## src/rtl/id_ex_stage_g7.sv

```systemverilog
// ID/EX pipeline register: captures decoded controls and operands; 1-cycle latency ID -> EX.
// Load-use hazards raise a combinational stall and inject a bubble; a flush also bubbles and wins over a stall.
module id_ex_stage_g7 #(
    parameter int XLEN  = 32,
    parameter int CNT_W = 16
) (
    input  logic             clk,
    input  logic             reset,
    input  logic             id_valid,
    input  logic [6:0]       id_opcode,
    input  logic             id_RegWrite,
    input  logic             id_ALUSrc,
    input  logic             id_MemtoReg,
    input  logic             id_MemRead,
    input  logic             id_MemWrite,
    input  logic             id_Branch,
    input  logic [1:0]       id_ALUOp,
    input  logic [XLEN-1:0]  id_pc,
    input  logic [XLEN-1:0]  id_rs1_data,
    input  logic [XLEN-1:0]  id_rs2_data,
    input  logic [XLEN-1:0]  id_imm,
    input  logic [4:0]       id_rs1,
    input  logic [4:0]       id_rs2,
    input  logic [4:0]       id_rd,
    input  logic [2:0]       id_funct3,
    input  logic             id_funct7_5,
    input  logic             flush,
    output logic             stall,
    output logic             ex_valid,
    output logic             ex_RegWrite,
    output logic             ex_ALUSrc,
    output logic             ex_MemtoReg,
    output logic             ex_MemRead,
    output logic             ex_MemWrite,
    output logic             ex_Branch,
    output logic [1:0]       ex_ALUOp,
    output logic [XLEN-1:0]  ex_pc,
    output logic [XLEN-1:0]  ex_rs1_data,
    output logic [XLEN-1:0]  ex_rs2_data,
    output logic [XLEN-1:0]  ex_imm,
    output logic [4:0]       ex_rs1,
    output logic [4:0]       ex_rs2,
    output logic [4:0]       ex_rd,
    output logic [2:0]       ex_funct3,
    output logic             ex_funct7_5,
    output logic [CNT_W-1:0] stall_cnt,
    output logic [CNT_W-1:0] flush_cnt
);

    typedef struct packed {
        logic            valid;
        logic            reg_write;
        logic            alu_src;
        logic            memto_reg;
        logic            mem_read;
        logic            mem_write;
        logic            branch;
        logic [1:0]      alu_op;
        logic [XLEN-1:0] pc;
        logic [XLEN-1:0] rs1_data;
        logic [XLEN-1:0] rs2_data;
        logic [XLEN-1:0] imm;
        logic [4:0]      rs1;
        logic [4:0]      rs2;
        logic [4:0]      rd;
        logic [2:0]      funct3;
        logic            funct7_5;
    } ex_bundle_t;

    ex_bundle_t       ex_q, ex_d, id_bundle;
    logic [CNT_W-1:0] stall_cnt_q, stall_cnt_d;
    logic [CNT_W-1:0] flush_cnt_q, flush_cnt_d;
    logic             uses_rs1, uses_rs2, hazard;

    always_comb begin
        uses_rs1 = 1'b0;
        uses_rs2 = 1'b0;
        case (id_opcode)
            7'b0110011, 7'b0100011, 7'b1100011: begin
                uses_rs1 = 1'b1;
                uses_rs2 = 1'b1;
            end
            7'b0010011, 7'b0000011: uses_rs1 = 1'b1;
            default: ;
        endcase
    end

    assign hazard = ex_q.valid & ex_q.mem_read & id_valid & (ex_q.rd != 5'd0) &
                    ((uses_rs1 & (ex_q.rd == id_rs1)) | (uses_rs2 & (ex_q.rd == id_rs2)));
    assign stall  = hazard & ~flush;

    assign id_bundle = '{
        valid:     id_valid,
        reg_write: id_RegWrite,
        alu_src:   id_ALUSrc,
        memto_reg: id_MemtoReg,
        mem_read:  id_MemRead,
        mem_write: id_MemWrite,
        branch:    id_Branch,
        alu_op:    id_ALUOp,
        pc:        id_pc,
        rs1_data:  id_rs1_data,
        rs2_data:  id_rs2_data,
        imm:       id_imm,
        rs1:       id_rs1,
        rs2:       id_rs2,
        rd:        id_rd,
        funct3:    id_funct3,
        funct7_5:  id_funct7_5
    };

    // Bubbles are fully zeroed so downstream sees deterministic contents.
    always_comb begin
        ex_d = id_bundle;
        if (flush || hazard) begin
            ex_d = '0;
        end
    end

    always_comb begin
        stall_cnt_d = stall_cnt_q;
        flush_cnt_d = flush_cnt_q;
        if (stall && (stall_cnt_q != {CNT_W{1'b1}})) begin
            stall_cnt_d = stall_cnt_q + CNT_W'(1);
        end
        if (flush && (flush_cnt_q != {CNT_W{1'b1}})) begin
            flush_cnt_d = flush_cnt_q + CNT_W'(1);
        end
    end

    always_ff @(posedge clk) begin
        if (reset) begin
            ex_q        <= '0;
            stall_cnt_q <= '0;
            flush_cnt_q <= '0;
        end else begin
            ex_q        <= ex_d;
            stall_cnt_q <= stall_cnt_d;
            flush_cnt_q <= flush_cnt_d;
        end
    end

    assign ex_valid    = ex_q.valid;
    assign ex_RegWrite = ex_q.reg_write;
    assign ex_ALUSrc   = ex_q.alu_src;
    assign ex_MemtoReg = ex_q.memto_reg;
    assign ex_MemRead  = ex_q.mem_read;
    assign ex_MemWrite = ex_q.mem_write;
    assign ex_Branch   = ex_q.branch;
    assign ex_ALUOp    = ex_q.alu_op;
    assign ex_pc       = ex_q.pc;
    assign ex_rs1_data = ex_q.rs1_data;
    assign ex_rs2_data = ex_q.rs2_data;
    assign ex_imm      = ex_q.imm;
    assign ex_rs1      = ex_q.rs1;
    assign ex_rs2      = ex_q.rs2;
    assign ex_rd       = ex_q.rd;
    assign ex_funct3   = ex_q.funct3;
    assign ex_funct7_5 = ex_q.funct7_5;
    assign stall_cnt   = stall_cnt_q;
    assign flush_cnt   = flush_cnt_q;

endmodule

```

## config.mk

```make
export PLATFORM = sky130hd
export DESIGN_NAME = id_ex_stage_g7
export DESIGN_NICKNAME = d
export VERILOG_FILES = /design/src/rtl/id_ex_stage_g7.sv
export SDC_FILE = /design/constraint.sdc
export NUM_CORES = 1
export LEC_CHECK = 0
export CORE_AREA = 2 2 140 142
export CTS_BUF_LIST = sky130_fd_sc_hd__clkbuf_4
export DETAILED_ROUTE_END_ITERATION = 10
export DIE_AREA = 0 0 142 144
export DONT_BUFFER_PORTS = 1
export SYNTH_ARGS = -nofsm -noshare
export SYNTH_HDL_FRONTEND = slang
export SYNTH_SLANG_ARGS = --single-unit
export TNS_END_PERCENT = 50
```

## constraint.sdc

```tcl
create_clock -name clk -period 3.35 [get_ports clk]
set_clock_uncertainty 0.15 [all_clocks]
set_input_delay 0.67 -clock clk [delete_from_list [all_inputs] [get_ports clk]]
set_output_delay 0.67 -clock clk [all_outputs]
set_load 0.02 [all_outputs]
```

==> summary.md <==
| Metric | Value |
|---|---|
| Status | `completed` |
| Power share of the combinational group | `3.7%` |
| Switching share of power | `28.1%` |
| DRC | `0` |
| Fin nets | `746` |
| Gr usage total | `13.4%` |
| HPWL Detailed | `10.7 mm` |
| Ys Warns | `0` |
| Worst VDD drop | `0.230 mV` |
| Clock group share of total power | `32.3%` |
| WP data arrival | `2.22 ns` |
| P_leak | `0.00268 uW` |
| Worst Setup Path Type | `reg -> out` |
| Die W | `142 um` |
| IO Count | `355` |
| Die Y-Extent | `144 um` |
| Fin. Hold Viols | `0` |
| Synthesized area | `0.00585 mm2` |
| Clock Sink Count | `188` |
| Num rows | `51` |
| Max Clock Freq | `0.328 GHz` |
| Core area | `0.0191 mm2` |
| Sequential area share after synthesis | `64.3%` |
| Seq pwr share | `64.0%` |
| Max clock buf depth | `2` |
| Yosys cell types | `33` |
| Psw | `1080 uW` |
| Min Tclk post-route | `3.04 ns` |
| Vias post-DR | `3,799` |
| WL final | `15.1 mm` |
| Area Growth Syn to Fin | `16.5%` |
| Pin count of the biggest net entering global routing | `87` |
| Power Density | `563 mW/mm2` |
| Async set-or-reset flop fraction in the synthesized netlist | `0%` |
| Met2 Usage GRT | `20.5%` |
| Total CTS buffers | `17` |
| Starting Density | `30.7%` |
| GPL Wtd Cong | `0.844` |
| Number of nets with antenna violations after routing | `0` |
| Crit start category | `register` |
| RSZ-0062 raised after global routing | `no` |
| Crit-path max FO | `4` |
| Wire length per cell | `18.2 um` |
| Htree depth | `4` |
| Global-route wire length before repair | `20.7 mm` |
| Worst Path Buf+Inv | `1` |
| Power Internal | `2760 uW` |
| Mapped Cells | `539` |
| CP Capture Type | `output pin` |
| Slew headroom | `50.5%` |
| Top_reg_cell synth | `dfxtp_1` |
| Worst setup margin | `0.305 ns` |
| Top Usage Layer GRT | `met2` |
| Reg clk slew, reported paths | `0.19 ns` |
| Tightest Pin Transition | `0.733 ns` |
| Hold WC Path Type | `in -> reg` |
| Final setup viols | `0` |
| Count of input and output buffers | `0` |
| CP max-delay cell | `dfxtp_2` |
| Most used cell, CP | `nor4_1` |
| Synthesized area per cell | `10.9 um2` |
| Max-cap viol count | `0` |
| Post-CTS Setup Repair Bufs | `0` |
| First-pass DRT Iterations | `4` |
| CTS tree | `done` |
| Area leader, netlist | `dfxtp_1` |
| Met3 global-route usage | `6.95%` |
| CP top delay family | `simple AND/OR/NAND/NOR gates` |
| Synthesized flop and latch total | `188` |
| CP peak stage delay | `0.41 ns` |
| Die area | `0.0204 mm2` |
| Root Driver | `clkbuf_4` |
| Post-synth EDFFs | `0` |
| Setup_tns | `0 ns` |
| Final Non-Filler Cells | `832` |
| DP Worst Slack | `0.443 ns` |
| Synth area leaders | `dfxtp_1 64%, and2_1 17%, xor2_1 3.1%, nand3_1 1.8%, nor2_1 1.8%` |
| Grt ovf | `0` |
| Layout cells sized above 1 | `7.28%` |
| Met1 usage in global routing | `16.3%` |
| Syn Nets | `707` |
| Vias per cell | `4.57` |
| Post-synth top cells | `188 x dfxtp_1, 156 x and2_1, 28 x nor2_1` |
| Worst-path cell chain | `xor2_1, nor4_1, a32oi_1, nor4_1, buf_4` |
| Initial antenna violation count | `3` |
| Fin crit share | `90.9%` |
| Vias in the first global route | `3,603` |
| Clk Latency, worst-skew pair | `0.55 ns` |
| Initial DRC Count | `134` |
| Fin. max-slew vios | `0` |
| Most common cell in the netlist | `dfxtp_1` |
| DP Cell Count | `755` |
| Share of the synthesized area in the top cell type | `64.3%` |
| Worst Path Required | `2.53 ns` |
layout make-up:
cell class	instances	area (um2)
Antenna cell	3	7.51
Sequential cell	188	3770
Inverter	4	15.0
Fill cell	1893	12300
Clock inverter	14	164
Timing Repair Buffer	46	460
Tap cell	238	298
Multi-Input combinational cell	321	1970
Clock buffer	18	135
layer usage:
metal,wire [um],part of all wire (%),vias up
met5,0,0,-
met4,136,0.90,0
met3,1420,9.4,7
met2,7470,49,164
met1,6090,40,1812
li1,-,-,1816
path summary, 6_finish.rpt:
| path | from | end | slack (ns) | cells after the start |
|---|---|---|---|---|
| hold / removal | id_imm[8] | ex_imm[8] | 0.07 | 1 |
| hold reg to reg | stall_cnt[6] | stall_cnt[6] | 0.47 | 2 |
| setup reg to reg | ex_MemRead | stall_cnt[10] | 0.62 | 6 |
| setup / recovery | ex_rd[4] | stall | 0.31 | 5 |
flip-flops by register name, indices dropped and copies added (netlist names):
register	flops
stall_cnt	16
ex_pc	32
ex_Branch	1
ex_funct7_5	1
ex_valid	1
ex_ALUSrc	1
ex_ALUOp	2
ex_MemRead	1
ex_imm	32
ex_rd	5
ex_RegWrite	1
ex_MemWrite	1
ex_rs1	5
ex_rs1_data	32
ex_rs2_data	32
flush_cnt	16
ex_rs2	5
ex_MemtoReg	1
ex_funct3	3
stage by stage:
step / hold WS (ns) / utilization (%) / total power (uW) / cell area (um2)
2_1_floorplan: 0.409 / - / 2570 / 5850
3_3_place_gp: 0.422 / 31.9 / 2600 / 6080
3_5_place_dp: 0.451 / 31.9 / 2600 / 6080
4_1_cts: 0.000696 / 34.4 / 3880 / 6560
5_1_grt: -0.00366 / 35.7 / 4020 / 6820
6_report: 0.0716 / 35.7 / 3840 / 6820
power groups by stage:
stage / Clock [uW] / Sequential, uW / Combinational, uW
after floorplan: 0 / 2490 / 87.1
after global placement: 0 / 2510 / 91.3
after detailed placement: 0 / 2510 / 97.0
after CTS: 1300 / 2460 / 120
after global routing: 1390 / 2470 / 160
final: 1240 / 2460 / 142
kinds of logic (layout without fill, tap and decap cells):
group           count (synthesis)  count (layout)  share of synthesized area [%]
fa+ha+maj                       2               2                          0.427
mux                             4               4                          0.727
compound gates                 31              31                           2.99
simple gates                  260             260                           25.9
xor+xnor                       24              24                           3.59
flops                         188             188                           64.3
other cells                     0               3                              0
buf+inv                        30              82                           2.07
placed cells by master (no fill, tap or decap), drive strengths merged, types with 2 or more instances in the layout:
cell type	synthesis	routed
and3	10	10
mux2i	2	2
xnor2	3	3
nor2b	2	2
a31oi	2	2
xor2	21	21
mux2	2	2
clkinv	0	5
buf	4	5
and2	156	156
nor4	3	3
nand4	3	3
dfxtp	188	188
dlygate4sd3	0	41
clkbuf	22	18
o31ai	2	2
diode	0	3
ha	2	2
nor2	28	28
nor3	4	4
or3	12	12
o21ai	10	10
inv	4	12
nand2	11	11
a21oi	13	13
or4	5	5
nand3	21	21
and4	3	3
timing repair:
item,in CTS,in global routing
hold buffers,17,25
endpoints found under the setup margin,0,1
endpoints found under the hold margin,46,25
resized for setup,0,3
Note: power is estimated with default switching activity, not from simulation.
